### src/rtl/fft_bf_sequencer.sv
// fft_bf_sequencer: in-place radix-2 DIT FFT sequencer.
// Walks stage/pair counters, feeds the butterfly, writes results back to RAM.
module fft_bf_sequencer #(
    parameter int N    = 2048,
    parameter int LOGN = 11,
    parameter int DW   = 41,
    parameter int AW   = 11
) (
    input  logic                 clk,
    input  logic                 rst,
    input  logic                 start,
    output logic                 busy,
    output logic                 done,
    output logic [AW-1:0]        mem_addr,
    output logic                 mem_rd_en,
    input  logic signed [DW-1:0] mem_rdata_r,
    input  logic signed [DW-1:0] mem_rdata_i,
    output logic                 mem_wr_en,
    output logic signed [DW-1:0] mem_wdata_r,
    output logic signed [DW-1:0] mem_wdata_i,
    output logic [AW-2:0]        tw_addr,
    output logic [4:0]           bf_state,
    input  logic [3:0]           bf_k,
    output logic signed [DW-1:0] bf_in_r,
    output logic signed [DW-1:0] bf_in_i,
    input  logic signed [DW-1:0] bf_out_r,
    input  logic signed [DW-1:0] bf_out_i
);
    localparam int SW = $clog2(LOGN + 1);
    localparam int PW = AW - 1;
    localparam logic [PW-1:0] P_LAST = PW'(N / 2 - 1);
    localparam logic [SW-1:0] S_LAST = SW'(LOGN - 1);

    typedef enum logic [3:0] {
        IDLE, RDA, LDA, RDB, LDB, WRA, WRB, NEXT, DONE
    } state_t;

    state_t        state_q, state_d;
    logic [PW-1:0] p_q;
    logic [SW-1:0] s_q;
    logic          rd_q;
    logic [AW-1:0] p_ext, half, lo, addr_a, addr_b;
    logic          last;

    // Operand addresses and twiddle index of the current pair
    always_comb begin
        p_ext   = {1'b0, p_q};
        half    = AW'(1) << s_q;
        lo      = p_ext & (half - AW'(1));
        addr_a  = ((p_ext - lo) << 1) | lo;
        addr_b  = addr_a | half;
        tw_addr = PW'(lo << (S_LAST - s_q));
        last    = (s_q == S_LAST) && (p_q == P_LAST);
    end

    // FSM state register
    always_ff @(posedge clk or negedge rst) begin
        if (!rst) state_q <= IDLE;
        else      state_q <= state_d;
    end

    // Stage/pair counters and busy flag
    always_ff @(posedge clk or negedge rst) begin
        if (!rst) begin
            p_q  <= '0;
            s_q  <= '0;
            busy <= 1'b0;
        end else begin
            if (state_q == IDLE && start) begin
                p_q  <= '0;
                s_q  <= '0;
                busy <= 1'b1;
            end
            if (state_q == DONE) busy <= 1'b0;
            if (state_q == NEXT) begin
                if (p_q == P_LAST) begin
                    p_q <= '0;
                    s_q <= last ? '0 : s_q + SW'(1);
                end else begin
                    p_q <= p_q + PW'(1);
                end
            end
        end
    end

    // Operand register: captures RAM data the cycle after each read
    always_ff @(posedge clk or negedge rst) begin
        if (!rst) begin
            rd_q    <= 1'b0;
            bf_in_r <= '0;
            bf_in_i <= '0;
        end else begin
            rd_q <= mem_rd_en;
            if ((state_q == LDA || state_q == LDB) && rd_q) begin
                bf_in_r <= mem_rdata_r;
                bf_in_i <= mem_rdata_i;
            end
        end
    end

    // Next state and strobes; writes wait for the butterfly phase
    always_comb begin
        state_d     = state_q;
        done        = 1'b0;
        mem_addr    = '0;
        mem_rd_en   = 1'b0;
        mem_wr_en   = 1'b0;
        mem_wdata_r = '0;
        mem_wdata_i = '0;
        bf_state    = 5'd0;
        unique case (state_q)
            IDLE: if (start) state_d = RDA;
            RDA: begin
                mem_rd_en = 1'b1;
                mem_addr  = addr_a;
                state_d   = LDA;
            end
            LDA: begin
                bf_state = 5'd13;
                if (bf_k == 4'd2) state_d = RDB;
            end
            RDB: begin
                mem_rd_en = 1'b1;
                mem_addr  = addr_b;
                state_d   = LDB;
            end
            LDB: begin
                bf_state = 5'd15;
                if (bf_k == 4'd8) state_d = WRA;
            end
            WRA: begin
                bf_state = 5'd16;
                if (bf_k == 4'd9) begin
                    mem_wr_en   = 1'b1;
                    mem_addr    = addr_a;
                    mem_wdata_r = bf_out_r;
                    mem_wdata_i = bf_out_i;
                    state_d     = WRB;
                end
            end
            WRB: begin
                bf_state = 5'd17;
                if (bf_k == 4'd0) begin
                    mem_wr_en   = 1'b1;
                    mem_addr    = addr_b;
                    mem_wdata_r = bf_out_r;
                    mem_wdata_i = bf_out_i;
                    state_d     = NEXT;
                end
            end
            NEXT: state_d = last ? DONE : RDA;
            DONE: begin
                done    = 1'b1;
                state_d = IDLE;
            end
            default: state_d = IDLE;
        endcase
    end
endmodule

### config.mk
export PLATFORM = sky130hd
export DESIGN_NAME = fft_bf_sequencer
export DESIGN_NICKNAME = d
export VERILOG_FILES = /design/src/rtl/fft_bf_sequencer.sv
export SDC_FILE = /design/constraint.sdc
export NUM_CORES = 1
export LEC_CHECK = 0
export BUFFER_PORTS_ARGS = -buffer_cell sky130_fd_sc_hd__buf_2
export CORE_AREA = 10 10 133 135
export CTS_BUF_LIST = sky130_fd_sc_hd__clkbuf_4 sky130_fd_sc_hd__clkbuf_8
export CTS_CLUSTER_SIZE = 40
export DETAILED_ROUTE_END_ITERATION = 10
export DIE_AREA = 0 0 143 145
export PLACE_DENSITY = 0.75
export SYNTH_ARGS = -nofsm -noshare
export SYNTH_HDL_FRONTEND = slang
export SYNTH_SLANG_ARGS = --single-unit
### constraint.sdc
create_clock -name clk -period 6 [get_ports clk]
set_input_delay 1.2 -clock clk [delete_from_list [all_inputs] [get_ports clk]]
set_output_delay 1.2 -clock clk [all_outputs]
set_load 0.02 [all_outputs]
==> summary.md, run 1 <==
| Metric | Value |
|---|---|
| Status | `completed` |
| Detailed Routing Iterations Pass 1 | `5` |
| R2R depth | `4` |
| Root Buffer | `clkbuf_8` |
| F_max | `193 MHz` |
| Overall Global Routing Usage | `21.7%` |
| Worst-path clk slew | `0.10 ns` |
| DIE AREA | `20700 um2` |
| Synth async-reset ratio | `100%` |
| P per Cell Area | `402 nW/um2` |
| # clock sinks | `102` |
| H-tree depth | `3` |
| Total CTS buffers | `9` |
| Critical R2R Capture | `bf_in_r[4]` |
| Min-delay worst type | `flip-flop to flip-flop` |
| DR vias | `5895` |
| Netlist cell types | `71` |
| Register share of total power | `36.3%` |
| Setup Crit Path Kind | `flip-flop to output port` |
| Input/output buffers | `364` |
| CP startpoint | `s_q[1]` |
| Die Ht | `145 um` |
| Synth Warn # | `0` |
| Register Area | `2550 um2` |
| First-pass GRT wire length | `35300 um` |
| Fillers | `1357` |
| Syn_area_per_cell | `10.3 um2` |
| Clock network fraction of design power | `13.6%` |
| Core Rows | `45` |
| Cell breakdown of the critical path | `inv_1 > ha_1 > or3b_2 > ha_1 > nand2_1 > ha_1 > a21oi_1 > o41ai_1 > nor3b_4 > nand3_1 > xor2_1 > a31oi_1 > buf_2` |
| Initial DRC count | `479` |
| Switch share | `42.5%` |
| Final Hold Viols | `0` |
| Via/cell ratio | `5.25` |
| Io pins | `365` |
| Worst vdd ir | `0.000264 V` |
| Seq/Total Area, Yosys | `42.3%` |
| Final ANT Viol Nets | `0` |
| Worst-path maximum fanout | `15` |
| Lkg Pwr | `4.12 nW` |
| Initial Utilization | `40.1%` |
| DRT Wirelength | `23800 um` |
| Residual DRC | `0` |
| Share of layout cells above drive strength 1 | `51.7%` |
| Primary FF master, synth | `dfrtp_1` |
| Die W | `143 um` |
| Per-cell routed wire length | `21.2 um` |
| Max-capacitance violation count | `0` |
| Endpoints failing setup | `0` |
| Max Root-Sink Buffers | `2` |
| CTS tree | `built` |
| Logic pwr share | `50.1%` |
| Cells after Synth | `588` |
| Most used cell, CP | `ha_1` |
| Worst setup path endpoint | `mem_addr[7]` |
| Worst Tran Pin Value | `1.03 ns` |
| Insertion delay to the later sink of the worst-skew pair | `0.35 ns` |
| Crit path DAT | `3.99 ns` |
| Reported net switching power | `1.39 mW` |
| Pins Over Slew Limit | `0` |
| Part of the cycle the worst path needs | `86.4%` |
| RSZ-0062 raised after global routing | `false` |
| Yosys reg bits | `102` |
| Post-synth EDFFs | `0` |
| RR Startpoint | `state_q[1]` |
| Delay-heaviest family, CP | `adder cells` |
| Layout Skew | `0.0126 ns` |
| Area Overhead vs Synth | `34.5%` |
| Core ar. | `15000 um2` |
| Req. time, crit path | `4.80 ns` |
| Number of cells upsized or downsized after cts | `0` |
| Layout Nets | `1108` |
| Global route total overflow | `0` |
| Worst setup SP type | `flip-flop` |
| WP buf/inv | `2` |
| Post-Route Utilization | `54.0%` |
| Footprint of the multi-input gates | `3220 um2` |
| Setup bufs post-CTS | `0` |
| Largest net degree at the start of global routing | `83` |
| Syn nets | `769` |
| Final min period | `5.19 ns` |
| Setup_tns | `0 ns` |
| Number of cells on the critical path | `13` |
| Mapped Area | `6040 um2` |
| Cts hold-fix bufs | `0` |
| FF-to-FF setup slack | `3.70 ns` |
| Post-DP HPWL | `19600 um` |
| Vias in the first global route | `5671` |
| Routability cong. | `0.957` |
| Pint | `1.87 mW` |
| CP endpoint kind | `output port` |
| Max incr delay on CP | `0.55 ns` |
| Initial antenna violation count | `9` |
| Max transition margin | `31.4%` |
| CP max-delay cell | `ha_1` |
[per-stage QoR]
stage                     hold slack [ns]  std cells  area (um2)  worst slack (ns)  power, mW
after global placement              0.481       1104        7910              1.33       2.80
after detailed placement            0.487       1104        7910              1.24       2.85
after floorplan                     0.495        588        6040              1.42       2.25
after global routing                0.523       1122        8110             0.481       3.47
final                               0.507       1123        8120             0.815       3.26
after CTS                           0.509       1120        8110             0.807       3.29
[area by class of cell]
type                            count  area share (%)
Antenna cell                        3          0.0925
Clock buffer                       10            1.62
Clock inverter                      6           0.863
Inverter                           10           0.462
Multi-Input combinational cell    435            39.7
Sequential cell                   102            31.4
Tap cell                          188            2.90
Timing Repair Buffer              369            22.9
[cell usage after synthesis (all sizes together), types with 12 or more instances]
| cell | number | area [um2] |
|---|---|---|
| a21oi | 23 | 119 |
| and2 | 88 | 551 |
| nand3 | 15 | 75.1 |
| nor3 | 12 | 76.3 |
| dfrtp | 102 | 2550 |
| mux2 | 82 | 923 |
| o21ai | 21 | 109 |
| nand2 | 32 | 120 |
| clkbuf | 15 | 57.6 |
| buf | 26 | 181 |
| a31oi | 12 | 75.1 |
| xnor2 | 15 | 139 |
| nor2 | 29 | 109 |
[layout by cell type, fill, tap and decap left out, drive strengths merged, types with 12 or more instances in the layout]
cell type  count
buf          369
dfrtp        102
and2          88
mux2          82
nand2         32
nor2          29
a21oi         23
o21ai         21
nand3         15
xnor2         15
a31oi         12
nor3          12
[flip-flops by register name, summed over array words and instances (netlist names)]
signal / cells
rd_q: 1
p_q: 10
bf_in_r: 41
busy: 1
s_q: 4
state_q: 4
bf_in_i: 41
[routing by layer]
layer / share of wire [%] / vias up / routed length (um) / GRT usage, %
met2: 45 / 359 / 10600 / 32.5
met3: 14 / 36 / 3340 / 10.4
li1: - / 2742 / - / -
met1: 40 / 2750 / 9470 / 27.6
met5: 0.20 / - / 48 / 0
met4: 1.5 / 8 / 352 / 5.06
[power groups by stage]
stage	logic [mW]	clock network (mW)	registers, mW
floorplan	0.726	0	1.52
global placement	1.63	0	1.17
detailed placement	1.65	0	1.20
CTS	1.65	0.461	1.18
global route	1.75	0.489	1.24
finish	1.63	0.443	1.18
[how the worst min path moves through the flow]
stage	start	cells past startpoint	slack, ns	end
6_report	bf_in_i[32]	1	0.51	bf_in_i[32]
5_1_grt	bf_in_r[12]	1	0.52	bf_in_r[12]
4_1_cts	bf_in_i[21]	1	0.51	bf_in_i[21]
3_5_place_dp	bf_in_i[7]	1	0.49	bf_in_i[7]
3_3_place_gp	bf_in_i[28]	1	0.48	bf_in_i[28]
2_1_floorplan	p_q[9]	1	0.50	p_q[9]
[worst reg2reg max path, delay by kind of cell, from the launching register on]
family / cells / cell delay [ns]
and+or+nand+nor: 2 / 0.89
muxes: 1 / 0.56
DFF: 1 / 0.53
xor gates and xnor gates: 1 / 0.20
[cells by family (layout without fill, tap and decap cells)]
kind of cell             count (synthesis)  count (layout)  synth area share (%)
AO/OA/AOI/OAI                           95              95                  10.5
multiplexers                            90              90                  16.6
AND/OR/NAND/NOR                        220             220                  21.0
XOR/XNOR                                19              19                  2.88
other                                    1               4                0.0621
flip-flops                             102             102                  42.3
adder cells (fa/ha/maj)                 10              10                  2.07
buffers and inverters                   51             395                  4.58
No activity file was read; power rests on OpenSTA's default activity.
==> inputs of run 2 (changes only) <==
--- a/config.mk
+++ b/config.mk
@@ -6,12 +6,14 @@
 export NUM_CORES = 1
 export LEC_CHECK = 0
 export BUFFER_PORTS_ARGS = -buffer_cell sky130_fd_sc_hd__buf_2
+export CAP_MARGIN = 10
 export CORE_AREA = 10 10 133 135
 export CTS_BUF_LIST = sky130_fd_sc_hd__clkbuf_4 sky130_fd_sc_hd__clkbuf_8
 export CTS_CLUSTER_SIZE = 40
 export DETAILED_ROUTE_END_ITERATION = 10
 export DIE_AREA = 0 0 143 145
 export PLACE_DENSITY = 0.75
+export REMOVE_ABC_BUFFERS = 1
 export SYNTH_ARGS = -nofsm -noshare
 export SYNTH_HDL_FRONTEND = slang
 export SYNTH_SLANG_ARGS = --single-unit
==> summary.md, run 2 (synthesis results as in run 1) <==
| Metric | Value |
|---|---|
| Status | `completed` |
| Final min period | `5.28 ns` |
| Worst setup path endpoint | `mem_addr[5]` |
| Overall Global Routing Usage | `20.5%` |
| Routability cong. | `0.903` |
| Min-delay worst type | `flip-flop to flip-flop` |
| Root Buffer | `clkbuf_8` |
| Final ANT Viol Nets | `0` |
| Lkg Pwr | `4.12 nW` |
| Part of the cycle the worst path needs | `87.9%` |
| Placed cell areas | `7890 um2` |
| R2R depth | `4` |
| Layout Skew | `0.0105 ns` |
| Post-Route Utilization | `54.0%` |
| Total CTS buffers | `9` |
| Initial antenna violation count | `2` |
| Input/output buffers | `364` |
| H-tree depth | `3` |
| Per-cell routed wire length | `19.9 um` |
| Insertion delay to the later sink of the worst-skew pair | `0.37 ns` |
| Max incr delay on CP | `0.57 ns` |
| Setup bufs post-CTS | `0` |
| # clock sinks | `102` |
| Post-DP HPWL | `18200 um` |
| Via/cell ratio | `5.12` |
| P per Cell Area | `402 nW/um2` |
| DRT Wirelength | `22300 um` |
| Share of layout cells above drive strength 1 | `51.7%` |
| Vias in the first global route | `5821` |
| CTS tree | `built` |
| Largest net degree at the start of global routing | `84` |
| Worst-path clk slew | `0.11 ns` |
| Initial Utilization | `40.1%` |
| Core Rows | `45` |
| Max-capacitance violation count | `0` |
| Pins Over Slew Limit | `0` |
| Worst hold slack | `0.507 ns` |
| Final Hold Viols | `0` |
| Fillers | `1395` |
| Number of cells on the critical path | `13` |
| Setup Crit Path Kind | `flip-flop to output port` |
| Finished Cell Area | `8110 um2` |
| DIE AREA | `20700 um2` |
| Worst vdd ir | `0.000177 V` |
| FF-to-FF setup slack | `3.72 ns` |
| RSZ-0062 raised after global routing | `false` |
| Detailed Routing Iterations Pass 1 | `4` |
| Cts hold-fix bufs | `0` |
| Cell breakdown of the critical path | `inv_1 > ha_1 > or3b_2 > ha_1 > nand2_1 > ha_1 > a21oi_1 > o41ai_1 > nor3b_4 > xnor2_1 > a31oi_1 > a21oi_1 > buf_2` |
| Io pins | `365` |
| Crit path DAT | `4.08 ns` |
| Die Ht | `145 um` |
| Max Root-Sink Buffers | `2` |
| Number of cells upsized or downsized after cts | `0` |
| First-pass GRT wire length | `33500 um` |
| Max transition margin | `28.4%` |
| Finished Layout Cells | `1120` |
| Total power draw | `3.26 mW` |
| Worst-path maximum fanout | `15` |
| Worst Tran Pin Value | `1.07 ns` |
| CP max-delay cell | `ha_1` |
| Area Overhead vs Synth | `34.4%` |
| Dpl cells | `1102` |
| WP buf/inv | `2` |
| Most frequent cells in the layout | `363 x buf_2, 102 x dfrtp_1, 87 x and2_1` |
| Endpoints failing setup | `0` |
| Critical R2R Capture | `bf_in_i[38]` |
| Req. time, crit path | `4.80 ns` |
| CP endpoint kind | `output port` |
| Layout Nets | `1107` |
| RR Startpoint | `state_q[1]` |
| Leading cell type in the layout, fill and taps excluded | `buf_2` |
| Largest regs | `bf_in_i: 41 flops, bf_in_r: 41 flops, p_q: 10 flops` |
| Initial DRC count | `331` |
| DR vias | `5735` |
| Die W | `143 um` |
| Core ar. | `15000 um2` |
| F_max | `190 MHz` |
| Delay-heaviest family, CP | `adder cells` |
| Most used cell, CP | `ha_1` |
| Residual DRC | `0` |
| Worst setup SP type | `flip-flop` |
| Global route total overflow | `0` |
| CP startpoint | `s_q[1]` |
## run 2: how the worst min path moves through the flow
stage                     start          end  slack [ns]  depth (start not counted)
floorplan                p_q[9]       p_q[9]        0.50                          1
global placement           busy         busy        0.48                          2
detailed placement  bf_in_i[37]  bf_in_i[37]        0.49                          1
CTS                 bf_in_i[37]  bf_in_i[37]        0.51                          1
global route        bf_in_i[40]  bf_in_i[40]        0.52                          1
finish              bf_in_i[37]  bf_in_i[37]        0.51                          1
## run 2: final cells by class
cell class	count	area [um2]	share of cell area (%)
Antenna cell	1	2.50	0.0308
Clock buffer	10	138	1.70
Clock inverter	6	75.1	0.925
Inverter	10	37.5	0.463
Multi-Input combinational cell	435	3220	39.7
Sequential cell	102	2550	31.5
Tap cell	188	235	2.90
Timing Repair Buffer	368	1850	22.8
## run 2: metrics by stage
step | TNS [ns] | setup slack [ns]
after floorplan | -141.55 | -2.47
after global placement | 0 | 1.30
after detailed placement | 0 | 1.20
after CTS | 0 | 0.755
after global routing | 0 | 0.492
final | 0 | 0.725
## run 2: layer usage
layer / share of wire, % / GRT usage (%)
met2: 51 / 36.4
met5: 0 / 0
met4: 2.1 / 6.40
met3: 10 / 7.50
met1: 36 / 21.9
## run 2: where the power goes
part | internal (mW) | total, mW | switching, mW
clock network | 0.211 | 0.466 | 0.255
logic | 0.672 | 1.62 | 0.946
registers | 0.998 | 1.18 | 0.182
